**config.mk**
```make
export PLATFORM = sky130hd
export DESIGN_NAME = rotate_addr_gen
export DESIGN_NICKNAME = d
export VERILOG_FILES = /design/src/rtl/rotate_pkg.sv /design/src/rtl/rotate_coord_map.sv /design/src/rtl/rotate_addr_gen.sv
export SDC_FILE = /design/constraint.sdc
export NUM_CORES = 1
export LEC_CHECK = 0
export CORE_MARGIN = 4
export CORE_UTILIZATION = 51
export DETAILED_ROUTE_END_ITERATION = 16
export PLACE_DENSITY_LB_ADDON = 0.15
export SLEW_MARGIN = 10
export SYNTH_ARGS = -nofsm -noshare
export SYNTH_HDL_FRONTEND = slang
export SYNTH_SLANG_ARGS = --single-unit
```
**constraint.sdc**
```tcl
create_clock -name clk_in -period 2.3 [get_ports clk_in]
set_input_delay 0.46 -clock clk_in [delete_from_list [all_inputs] [get_ports clk_in]]
set_output_delay 0.46 -clock clk_in [all_outputs]
set_load 0.01 [all_outputs]
```
**src/rtl/rotate_pkg.sv**
```systemverilog
// Shared types and widths for the rotate/address generator.
package rotate_pkg;

  localparam int unsigned HCOUNT_W = 11;
  localparam int unsigned VCOUNT_W = 10;
  // One bit wider than hcount so raster minus offset stays a signed value
  localparam int unsigned COORD_W  = 12;

  typedef enum logic [1:0] {ROT0, ROT90, ROT180, ROT270} rot_mode_t;

  typedef struct packed {
    logic [COORD_W-1:0] row;
    logic [COORD_W-1:0] col;
    logic               in_win;
  } coord_t;

endpackage

```
**src/rtl/rotate_coord_map.sv**
```systemverilog
// Combinational stage-1 map: window-relative (x, y) and rotation mode to source (row, col, in_win).
module rotate_coord_map
  import rotate_pkg::*;
#(
  parameter int unsigned SRC_W = 80,
  parameter int unsigned SRC_H = 107
) (
  input  logic signed [COORD_W-1:0] x,
  input  logic signed [COORD_W-1:0] y,
  input  rot_mode_t                 mode,
  output coord_t                    coord_c
);

  localparam logic signed [COORD_W-1:0] SW  = COORD_W'(SRC_W);
  localparam logic signed [COORD_W-1:0] SH  = COORD_W'(SRC_H);
  localparam logic signed [COORD_W-1:0] ONE = COORD_W'(1);

  logic signed [COORD_W-1:0] dw;
  logic signed [COORD_W-1:0] dh;
  logic signed [COORD_W-1:0] row;
  logic signed [COORD_W-1:0] col;

  // Quarter-turn modes swap the displayed width and height
  always_comb begin
    dw  = SW;
    dh  = SH;
    row = y;
    col = x;
    case (mode)
      ROT0: begin
        row = y;
        col = x;
      end
      ROT90: begin
        dw  = SH;
        dh  = SW;
        row = SH - ONE - x;
        col = y;
      end
      ROT180: begin
        row = SH - ONE - y;
        col = SW - ONE - x;
      end
      ROT270: begin
        dw  = SH;
        dh  = SW;
        row = x;
        col = SW - ONE - y;
      end
      default: begin
        row = y;
        col = x;
      end
    endcase
  end

  // Sign bits reject raster positions left of / above the image window
  assign coord_c.in_win = !x[COORD_W-1] && !y[COORD_W-1] && (x < dw) && (y < dh);
  assign coord_c.row    = $unsigned(row);
  assign coord_c.col    = $unsigned(col);

endmodule

```
**src/rtl/rotate_addr_gen.sv**
```systemverilog
// Three-stage pipelined raster-to-frame-buffer address generator with run-time 0/90/180/270 rotation.
module rotate_addr_gen
  import rotate_pkg::*;
#(
  parameter int unsigned SRC_W      = 80,
  parameter int unsigned SRC_H      = 107,
  parameter int unsigned H_OFFSET   = 0,
  parameter int unsigned V_OFFSET   = 0,
  parameter int unsigned BASE_ADDR  = 0,
  parameter int unsigned ADDR_W     = 17,
  parameter int unsigned PIX_W      = 1,
  parameter int unsigned RESET_MODE = 1
) (
  input  logic                clk_in,
  input  logic                rst_n_in,
  input  logic [HCOUNT_W-1:0] hcount_in,
  input  logic [VCOUNT_W-1:0] vcount_in,
  input  logic                data_valid_in,
  input  logic [PIX_W-1:0]    pixel_in,
  input  logic [1:0]          mode_in,
  output logic [PIX_W-1:0]    pixel_out,
  output logic [ADDR_W-1:0]   pixel_addr_out,
  output logic                data_valid_out,
  output logic [1:0]          mode_active_out
);

  localparam rot_mode_t         MODE_RST = rot_mode_t'(2'(RESET_MODE));
  localparam logic [ADDR_W-1:0] STRIDE   = ADDR_W'(SRC_W);
  localparam logic [ADDR_W-1:0] BASE     = ADDR_W'(BASE_ADDR);

  rot_mode_t                 active_mode;
  rot_mode_t                 eff_mode_c;
  logic                      frame_start_c;
  logic signed [COORD_W-1:0] x_c;
  logic signed [COORD_W-1:0] y_c;
  coord_t                    coord_c;

  coord_t                    s1_coord;
  logic                      s1_valid;
  logic [PIX_W-1:0]          s1_pix;

  logic [ADDR_W-1:0]         s2_prod;
  logic [COORD_W-1:0]        s2_col;
  logic                      s2_win;
  logic                      s2_valid;
  logic [PIX_W-1:0]          s2_pix;

  // A frame-start beat already uses the mode it latches
  assign frame_start_c = (hcount_in == '0) && (vcount_in == '0);
  assign eff_mode_c    = frame_start_c ? rot_mode_t'(mode_in) : active_mode;

  assign x_c = $signed({1'b0, hcount_in}) - $signed(COORD_W'(H_OFFSET));
  assign y_c = $signed({2'b00, vcount_in}) - $signed(COORD_W'(V_OFFSET));

  rotate_coord_map #(
    .SRC_W(SRC_W),
    .SRC_H(SRC_H)
  ) u_map (
    .x      (x_c),
    .y      (y_c),
    .mode   (eff_mode_c),
    .coord_c(coord_c)
  );

  // Mode register plus the three pipeline stages
  always_ff @(posedge clk_in or negedge rst_n_in) begin
    if (!rst_n_in) begin
      active_mode    <= MODE_RST;
      s1_coord       <= '0;
      s1_valid       <= 1'b0;
      s1_pix         <= '0;
      s2_prod        <= '0;
      s2_col         <= '0;
      s2_win         <= 1'b0;
      s2_valid       <= 1'b0;
      s2_pix         <= '0;
      pixel_out      <= '0;
      pixel_addr_out <= '0;
      data_valid_out <= 1'b0;
    end else begin
      if (frame_start_c) begin
        active_mode <= rot_mode_t'(mode_in);
      end

      s1_coord <= coord_c;
      s1_valid <= data_valid_in;
      s1_pix   <= pixel_in;

      s2_prod  <= ADDR_W'(s1_coord.row) * STRIDE;
      s2_col   <= s1_coord.col;
      s2_win   <= s1_coord.in_win;
      s2_valid <= s1_valid;
      s2_pix   <= s1_pix;

      // Dropped beats present a zero address so nothing stale reaches the BRAM
      pixel_out      <= s2_pix;
      data_valid_out <= s2_valid && s2_win;
      pixel_addr_out <= (s2_valid && s2_win) ? (s2_prod + ADDR_W'(s2_col) + BASE) : '0;
    end
  end

  assign mode_active_out = active_mode;

endmodule

```
==> impl_metrics.tcl, run 1 <==
set metrics [dict create \
    timing.rr.start "s1_coord[17]" \
    cts_buffers 9 \
    crit_required_ps 2550 \
    weighted_congestion_reported_at_the_end_of_routability_driven_placement 0.936 \
    post-route-drc-count 0 \
    detail_route.wirelength_um 12000 \
    die_h_um 99.2 \
    synthesis.instances 406 \
    number_of_antenna_violations_at_the_first_check_in_global_routing 0 \
    synth_seq_area_share_pct 44.8 \
    critPathMaxFanout 4 \
    initial_core_util_pct 51.9 \
    dieArea_um2 9850 \
    n_fill_cell 529 \
    netlist.top_cell.by_area "sky130_fd_sc_hd__dfrtp_1" \
    maxClockFrequency_mhz 370 \
    grt_usage_pct 23.7 \
    fp-row-count 33 \
    diode_insertion_count_for_antenna_repair 0 \
    grt_pass1_wl_um 18300 \
    clock-skew-final_ps 12.1 \
    area_growth_syn_to_layout_pct 49.4 \
    synthDominantCellAreaShare_pct 44.2 \
    worst_setup_path_end_kind "register" \
    power.static_leakage_uw 0.00291 \
    most_crowded_layer_gr "met2" \
    yosys.area_share.xor_xnor_pct 8.05 \
    setup.reg_to_reg.worst_slack_ps -110 \
    post-synth-top-count-cell "sky130_fd_sc_hd__dfrtp_1" \
    worst_hold_slack_ps 93.8 \
    number_of_slew_limit_violations_in_the_final_report 0 \
    buffer_ports.inserted 47 \
    vias 3721 \
    final-seq-area_um2 1900 \
    critPathLaunchType "input port" \
    regToRegEndpoint "s2_prod[16]" \
    power_per_cell_area_nw_per_um2 507 \
    timing.final.ws_setup_ps -403 \
    multi_input_logic_area_um2 2610 \
    die_x_um 99.2 \
    synth_nets 478 \
    cts_sinks 76 \
    synth-main-ff-cell "sky130_fd_sc_hd__dfrtp_1" \
    final_hold_violation_count 0 \
    grt_pass1_vias 3798 \
    place_worst_setup_slack_ps -1330 \
    firstDrtPassIters 4 \
    fp.coreArea_um2 8180 \
    finalSetupViolations 26 \
    grt_start_max_net_pins 46 \
    tritoncts "yes" \
    tightestPinTransition_ps 539 \
    maxSlewHeadroom_pct 64.0 \
    compound_gate_portion_of_the_synthesized_area_pct 15.7 \
    number_of_flops_mapped_to_enable_cells_by_yosys 0 \
    cap_viol_max_count 0 \
    drtAntennaViolNets 0 \
    yosysWarningCount 0 \
    cts.path.max_buffers 2 \
    grt_use_met1_pct 26.7 \
    synth.top_cells.by_count "sky130_fd_sc_hd__dfrtp_1, sky130_fd_sc_hd__ha_1, sky130_fd_sc_hd__o21ai_0, sky130_fd_sc_hd__a21oi_1, sky130_fd_sc_hd__nor2_1" \
    synthSimpleGateAreaFrac_pct 12.8 \
    worst_r2r_path_depth 7 \
    netlist_top_cells_area "sky130_fd_sc_hd__dfrtp_1, sky130_fd_sc_hd__ha_1, sky130_fd_sc_hd__xnor2_1" \
    min_period_ps 2700 \
    hpwl_dp_um 8070 \
    drive_gt1_share_pct 35.9 \
    yosys-mux-area-fraction_pct 1.42 \
    synth_cell_type_count 55 \
    grt_overflow_total 0 \
    holdCritPathClass "input port to async pin" \
    grt.met3_usage_pct 3.72 \
    timing_worst_setup_path_type "input port to register" \
    worst_ep_arrival_time_ps 2960 \
    violations "negative setup slack" \
    syn-mean-instance-area_um2 10.5 \
    ir_drop_uv 238 \
    synth-seq-cells 76 \
    post_synth_fa_ha_maj_area_fraction_pct 13.6 \
    layout_worst_path_cycle_share_pct 118 \
    run_status "finished, violations left" \
    ctsHtreeMaxLevel 3 \
    main_combinational_cell_family_by_area_after_synthesis "compound AO/OA/AOI/OAI gates" \
    mappedNetlistArea_um2 4240 \
    cts-hold-fix-buffers 0 \
    floorplan.io_pins 48 \
    vias_per_cell 5.57 \
    unrepaired_setup_endpoints_after_global_routing "true" \
    dr.first_iter.drc_count 153 \
    worst_setup_hold_path_clk_slew_ps 80 \
    worst_skew_pair_latency_ps 340 \
    finish.net_count 630 \
    synth-async-reset-ratio_pct 100 \
    clockRootBuffer "sky130_fd_sc_hd__clkbuf_8" \
    grt_util_met2_pct 42.3 \
    dr_wl_cell_um 17.9 \
]
report_power, final:
part | switching (uW) | internal [uW] | total (uW)
Combinational | 384 | 396 | 780
Sequential | 46.8 | 1410 | 1460
Clock | 469 | 506 | 975
Total | 900 | 2310 | 3210
layout by cell type, fill, tap and decap left out, types with 16 or more instances in the layout:
master,n
sky130_fd_sc_hd__nand2_1,16
sky130_fd_sc_hd__dfrtp_1,75
sky130_fd_sc_hd__clkdlybuf4s50_1,31
sky130_fd_sc_hd__xnor2_1,21
sky130_fd_sc_hd__nor2_1,27
sky130_fd_sc_hd__ha_1,30
sky130_fd_sc_hd__a21oi_1,21
sky130_fd_sc_hd__o21ai_0,23
sky130_fd_sc_hd__xor2_1,18
sky130_fd_sc_hd__buf_4,96
how the worst max path moves through the flow:
stage / start / end / slack, ps / depth (start not counted)
global placement: vcount_in[1] / s1_coord[0] / -1220 / 14
floorplan: vcount_in[1] / s1_coord[0] / -810 / 14
CTS: vcount_in[0] / s1_coord[0] / -340 / 12
finish: vcount_in[2] / s1_coord[0] / -400 / 12
detailed placement: vcount_in[1] / s1_coord[0] / -1330 / 14
global route: vcount_in[2] / s1_coord[0] / -480 / 11
layer usage:
layer	part of all wire [%]	wire (um)
met2	50	6030
met4	7.4	888
met3	4.7	557
met1	37	4480
met5	0	0
layout make-up:
cell class | instances | area share, %
multi-input cells | 297 | 41.1
flip-flops and latches | 76 | 30.0
repair buffers | 156 | 22.0
clock buffers | 11 | 2.07
well taps | 105 | 2.07
inverters | 18 | 1.74
clock inverters | 5 | 0.967
registers in the layout, indices dropped and copies added (netlist names):
register and flops:
s1_coord 25, pixel_addr_out 17, s2_prod 13, s2_col 12, mode_active_out 2, data_valid_out 1
pixel_out 1, s1_pix 1, s1_valid 1, s2_pix 1, s2_valid 1, s2_win 1
stage by stage:
step	setup TNS (ps)	cell area, um2	std cells	total power [uW]	utilization [%]
floorplan	-1790	4370	406	1860	-
CTS	-1180	5990	659	3170	73.3
detailed placement	-27030	5400	613	2130	66.0
finish	-4120	6340	668	3210	77.5
global route	-5130	6340	668	3390	77.5
global placement	-25040	5400	613	2110	66.0
cells by family (layout without fill, tap and decap cells):
group	count (synthesis)	count (layout)
simple gates	101	101
compound gates	106	106
flops	76	76
xor+xnor	39	39
fa+ha+maj	45	45
mux	6	6
buf+inv	33	190
what timing repair did:
action,CTS,global route
gates cloned,0,2
buffers inserted,34,8
pin swaps,25,19
setup endpoints to repair,29,27
resized for setup,83,58
worst max-delay path, cell delays in order:
cell and delay (ps):
sky130_fd_sc_hd__dlygate4sd2_1 270, sky130_fd_sc_hd__or4_4 480, sky130_fd_sc_hd__nor4_4 350, sky130_fd_sc_hd__a21boi_2 130
sky130_fd_sc_hd__nor2_4 180, sky130_fd_sc_hd__clkinv_4 110, sky130_fd_sc_hd__ha_4 250, sky130_fd_sc_hd__a21o_1 150
sky130_fd_sc_hd__a21o_1 150, sky130_fd_sc_hd__a21oi_1 130, sky130_fd_sc_hd__o2111ai_1 130, sky130_fd_sc_hd__a211oi_2 170
No activity file was read; power rests on OpenSTA's default activity.
==> run 2: changes to the inputs <==
PLACE_DENSITY = 0.79   (was unset)
PLACE_DENSITY_LB_ADDON = unset   (was 0.15)
==> impl_metrics.tcl, run 2 (same netlist as run 1, synthesis figures left out) <==
set metrics [dict create \
    power.internal_uw 2300 \
    reg.largest.list "s1_coord (25), pixel_addr_out (17), s2_prod (13)" \
    n_fill_cell 489 \
    die_h_um 99.2 \
    vias 3745 \
    grt_usage_pct 22.1 \
    firstDrtPassIters 5 \
    layout.cells.non_filler 664 \
    power.static_leakage_uw 0.00290 \
    power_uw 3220 \
    ctsHtreeMaxLevel 3 \
    worst_ep_arrival_time_ps 2980 \
    power.sequential.fraction_pct 45.3 \
    post-route-drc-count 0 \
    layout_worst_path_cycle_share_pct 118 \
    grt_overflow_total 0 \
    largest_register_ff_count 25 \
    clockRootBuffer "sky130_fd_sc_hd__clkbuf_8" \
    drtAntennaViolNets 0 \
    buffer_ports.inserted 47 \
    worst_hold_slack_ps 55.2 \
    registers.top_by_ff_count "s1_coord" \
    dr.first_iter.drc_count 196 \
    worst_skew_pair_latency_ps 350 \
    drive_gt1_share_pct 38.1 \
    number_of_slew_limit_violations_in_the_final_report 0 \
    critPathMaxFanout 4 \
    dr_wl_cell_um 18.1 \
    sw_frac_of_total_pct 28.5 \
    worst_setup_path_end_kind "register" \
    multi_input_logic_area_um2 2670 \
    weighted_congestion_reported_at_the_end_of_routability_driven_placement 0.951 \
    timing.rr.start "s1_coord[15]" \
    timing_worst_setup_path_type "input port to register" \
    area_growth_syn_to_layout_pct 50.8 \
    post-route-cell-area_um2 6400 \
    ir_drop_uv 268 \
    clock_power_share_pct 30.6 \
    timing.final.ws_setup_ps -405 \
    critPathLaunchType "input port" \
    cts_sinks 76 \
    most-common-layout-cells "sky130_fd_sc_hd__buf_4, sky130_fd_sc_hd__dfrtp_1, sky130_fd_sc_hd__clkdlybuf4s50_1" \
    critical_path.startpoint "vcount_in[1]" \
    grt_start_max_net_pins 41 \
    cap_viol_max_count 0 \
    final_hold_violation_count 0 \
    final-seq-area_um2 1900 \
    grt_pass1_vias 3620 \
    holdCritPathClass "input port to async pin" \
    diode_insertion_count_for_antenna_repair 0 \
    number_of_antenna_violations_at_the_first_check_in_global_routing 0 \
    power_per_cell_area_nw_per_um2 503 \
    dp_cells 609 \
    die_x_um 99.2 \
    pwr-share-comb_pct 24.1 \
    crit_required_ps 2570 \
    finish.net_count 626 \
    vias_per_cell 5.64 \
    detail_route.wirelength_um 12000 \
    mostFrequentLayoutCell "sky130_fd_sc_hd__buf_4" \
    worst_setup_hold_path_clk_slew_ps 80 \
    cts-hold-fix-buffers 0 \
    finalSetupViolations 26 \
    fp-row-count 33 \
    min_period_ps 2710 \
    maxClockFrequency_mhz 370 \
    clock-skew-final_ps 12.0 \
    hpwl_dp_um 7680 \
    dieArea_um2 9850 \
    tritoncts "yes" \
    unrepaired_setup_endpoints_after_global_routing "true" \
    fp.coreArea_um2 8180 \
    initial_core_util_pct 51.9 \
    cts_buffers 9 \
    cts.path.max_buffers 2 \
    floorplan.io_pins 48 \
    place_worst_setup_slack_ps -1330 \
    tightestPinTransition_ps 523 \
    detailed_place.area_um2 5380 \
    grt_pass1_wl_um 17300 \
    run_status "finished, violations left" \
    violations "negative setup slack" \
    net-switching-power_uw 919 \
    maxSlewHeadroom_pct 64.8 \
]
==> run 2: power by group through the flow <==
stage / registers, uW / logic (uW) / clock network, uW
6_report: 1460 / 775 / 986
5_1_grt: 1470 / 851 / 1080
4_1_cts: 1460 / 690 / 998
2_1_floorplan: 1470 / 392 / 0
3_3_place_gp: 1470 / 622 / 0
3_5_place_dp: 1480 / 645 / 0
==> run 2: what timing repair did <==
action	CTS	global route
cloned	1	2
resized for setup	79	76
buffers inserted	17	20
pin swaps	27	32
endpoints found under the hold margin	0	0
endpoints found under the setup margin	29	28
==> run 2: per-layer routing <==
| metal | share of wire, % | track usage (%) |
|---|---|---|
| met1 | 38 | 26.2 |
| met2 | 54 | 39.1 |
| met3 | 4.6 | 4.00 |
| met4 | 2.6 | 9.98 |
| met5 | 0 | 0 |
==> run 2: layout make-up <==
cell class | instances | share of cell area [%]
Clock buffer | 11 | 2.05
Clock inverter | 5 | 0.958
Inverter | 18 | 1.64
Multi-Input combinational cell | 298 | 41.7
Sequential cell | 76 | 29.7
Tap cell | 105 | 2.05
Timing Repair Buffer | 151 | 21.9
==> run 2: through the flow <==
step | TNS [ps] | utilization (%)
final | -3420 | 78.3
after global routing | -5770 | 78.3
after CTS | -961 | 71.5
after detailed placement | -25790 | 65.8
after global placement | -23660 | 65.8
after floorplan | -1790 | -
==> run 2: worst paths after layout <==
path | to | slack [ps] | depth (start not counted)
worst max-delay path | s1_coord[0] | -410 | 12
worst min-delay path | s2_col[3] | 60 | 1
worst max register to register | s2_prod[16] | -250 | 9
worst min register to register | s2_col[11] | 350 | 0
max in group asynchronous | s1_coord[22] | 1690 | 2
min in group clk_in | s2_col[11] | 350 | 0
==> run 2: worst max-delay path, cell delays in order <==
cell	delay [ps]
sky130_fd_sc_hd__buf_12	110
sky130_fd_sc_hd__inv_12	40
sky130_fd_sc_hd__ha_4	100
sky130_fd_sc_hd__or4bb_4	530
sky130_fd_sc_hd__nor4_4	240
sky130_fd_sc_hd__and3_4	250
sky130_fd_sc_hd__nor2_4	60
sky130_fd_sc_hd__buf_6	130
sky130_fd_sc_hd__ha_1	180
sky130_fd_sc_hd__or3_1	360
sky130_fd_sc_hd__a221o_1	290
sky130_fd_sc_hd__a211oi_2	220
==> run 3: changes to the inputs <==
CTS_CLUSTER_DIAMETER = 150   (was unset)
MAX_ROUTING_LAYER = met4   (was unset)
==> impl_metrics.tcl, run 3 (same netlist as run 1, synthesis figures left out) <==
set metrics [dict create \
    worst_path_dominant_cell_family "simple AND/OR/NAND/NOR gates" \
    timing.rr.start "s1_coord[15]" \
    grt_use_met1_pct 28.0 \
    sw_frac_of_total_pct 26.3 \
    ctsHtreeMaxLevel 3 \
    maxSlewHeadroom_pct 62.8 \
    die_x_um 99.2 \
    firstDrtPassIters 4 \
    finish.net_count 627 \
    mostFrequentLayoutCell "sky130_fd_sc_hd__buf_4" \
    pwr-share-comb_pct 22.4 \
    clock-skew-final_ps 6.93 \
    critical_path_cell_count 10 \
    area_growth_syn_to_layout_pct 49.7 \
    detail_route.wirelength_um 12100 \
    cts_sinks 76 \
    layout_worst_path_cycle_share_pct 119 \
    fp-row-count 33 \
    grt_pass1_wl_um 19000 \
    worst_skew_pair_latency_ps 350 \
    finalSetupViolations 25 \
    vias 3752 \
    cap_viol_max_count 0 \
    violations "negative setup slack" \
    die_h_um 99.2 \
    power_per_cell_area_nw_per_um2 564 \
    timing_worst_setup_path_type "input port to register" \
    worst_setup_hold_path_clk_slew_ps 80 \
    multi_input_logic_area_um2 2590 \
    regToRegEndpoint "s2_prod[16]" \
    ir_drop_uv 362 \
    largest_register_ff_count 25 \
    dr_wl_cell_um 18.2 \
    critPathMaxFanout 3 \
    diode_insertion_count_for_antenna_repair 0 \
    crit_required_ps 2560 \
    worst_setup_path_end_kind "register" \
    worst_hold_slack_ps 97.2 \
    critical_path.startpoint "vcount_in[6]" \
    cts_buffers 9 \
    critical-path-max-stage-delay_ps 540 \
    clockRootBuffer "sky130_fd_sc_hd__clkbuf_8" \
    cts.path.max_buffers 2 \
    setup.reg_to_reg.worst_slack_ps -180 \
    reg.largest.list "s1_coord (25), pixel_addr_out (17), s2_prod (13)" \
    grt_util_met2_pct 44.9 \
    buffer_ports.inserted 47 \
    initial_core_util_pct 51.9 \
    floorplan.io_pins 48 \
    hpwl_dp_um 8020 \
    critical_path.cell_chain "dlygate4sd2_1 > or4bb_4 > nor4_4 > and3_4 > nor2_4 > buf_6 > ha_1 > or3_1 > a221o_1 > a211oi_2" \
    weighted_congestion_reported_at_the_end_of_routability_driven_placement 0.902 \
    timing.final.ws_setup_ps -443 \
    dieArea_um2 9850 \
    final_hold_violation_count 0 \
    grt.met3_usage_pct 3.79 \
    worst_ep_arrival_time_ps 3000 \
    min_period_ps 2740 \
    post-route-drc-count 0 \
    run_status "finished, violations left" \
    power.static_leakage_uw 0.00289 \
    power.internal_uw 2640 \
    grt_usage_pct 25.4 \
    n_fill_cell 528 \
    critPathBufInv 2 \
    vias_per_cell 5.65 \
    slowest_stage_cell_crit_path "sky130_fd_sc_hd__or4bb_4" \
    tritoncts "yes" \
    worst_r2r_path_depth 8 \
    drive_gt1_share_pct 37.0 \
    drtAntennaViolNets 0 \
    number_of_slew_limit_violations_in_the_final_report 0 \
    most_crowded_layer_gr "met2" \
    unrepaired_setup_endpoints_after_global_routing "true" \
    grt_pass1_vias 4000 \
    final-seq-area_um2 1900 \
    grt_start_max_net_pins 46 \
    critPathLaunchType "input port" \
    number_of_antenna_violations_at_the_first_check_in_global_routing 0 \
    fp.coreArea_um2 8180 \
    final_core_util_pct 77.7 \
    power.sequential.fraction_pct 40.8 \
    worst_setup_path_endpoint "s1_coord[0]" \
    maxClockFrequency_mhz 365 \
    clock_power_share_pct 36.8 \
    net-switching-power_uw 944 \
    holdCritPathClass "input port to async pin" \
    grt_overflow_total 0 \
    tightestPinTransition_ps 558 \
    most-common-layout-cells "sky130_fd_sc_hd__buf_4, sky130_fd_sc_hd__dfrtp_1, sky130_fd_sc_hd__clkdlybuf4s50_1" \
    registers.top_by_ff_count "s1_coord" \
    dr.first_iter.drc_count 184 \
]
==> run 3: power by group through the flow <==
stage	logic [uW]	clock network (uW)	registers [uW]
floorplan	392	0	1470
global placement	627	0	1480
detailed placement	654	0	1480
CTS	728	1320	1460
global route	874	1390	1470
finish	805	1320	1460
==> run 3: final cells by class <==
type | count | area share (%)
repair inverters | 1 | 0.138
repair buffers | 152 | 21.2
flip-flops and latches | 76 | 30.0
multi-input cells | 297 | 40.8
well taps | 105 | 2.07
inverters | 18 | 1.73
clock buffers | 9 | 1.95
clock inverters | 6 | 2.17
==> run 3: routing by layer <==
layer  up-vias  share of wire [%]  wire (um)
met5         -                  0          0
met4         0                4.2        510
met3        40                5.5        661
met2       160                 52       6310
met1      1804                 38       4600
li1       1748                  -          -
==> run 3: how the worst min path moves through the flow <==
stage / start / to / depth (start not counted)
after floorplan: rst_n_in / data_valid_out / 0
after global placement: s1_coord[4] / s2_col[3] / 0
after detailed placement: s1_coord[2] / s2_col[1] / 0
after CTS: rst_n_in / pixel_addr_out[5] / 1
after global routing: rst_n_in / pixel_addr_out[5] / 1
final: rst_n_in / pixel_addr_out[5] / 1
==> run 3: through the flow <==
stage | cell area [um2] | cells | power (uW) | setup slack [ps] | TNS (ps)
CTS | 6150 | 659 | 3510 | -392 | -1310
global placement | 5380 | 611 | 2100 | -1250 | -22440
global route | 6350 | 664 | 3740 | -545 | -5610
detailed placement | 5380 | 611 | 2140 | -1350 | -23710
floorplan | 4370 | 406 | 1860 | -806 | -1790
finish | 6350 | 664 | 3590 | -443 | -3550
==> run 3: what timing repair did <==
item / 4_1_cts / 5_1_grt
resized for setup: 96 / 36
pin swaps: 27 / 19
hold buffers: 0 / 0
endpoints found under the setup margin: 30 / 31
setup buffers: 31 / 5
cloned: 2 / 0
==> run 3: worst reg2reg max path, delay by kind of cell (launching register included) <==
family                     cells  cell delay (ps)
DFF                            1              420
adders and majority gates      2              530
AOI/OAI and AO/OA              4              940
and+or+nand+nor                2              490
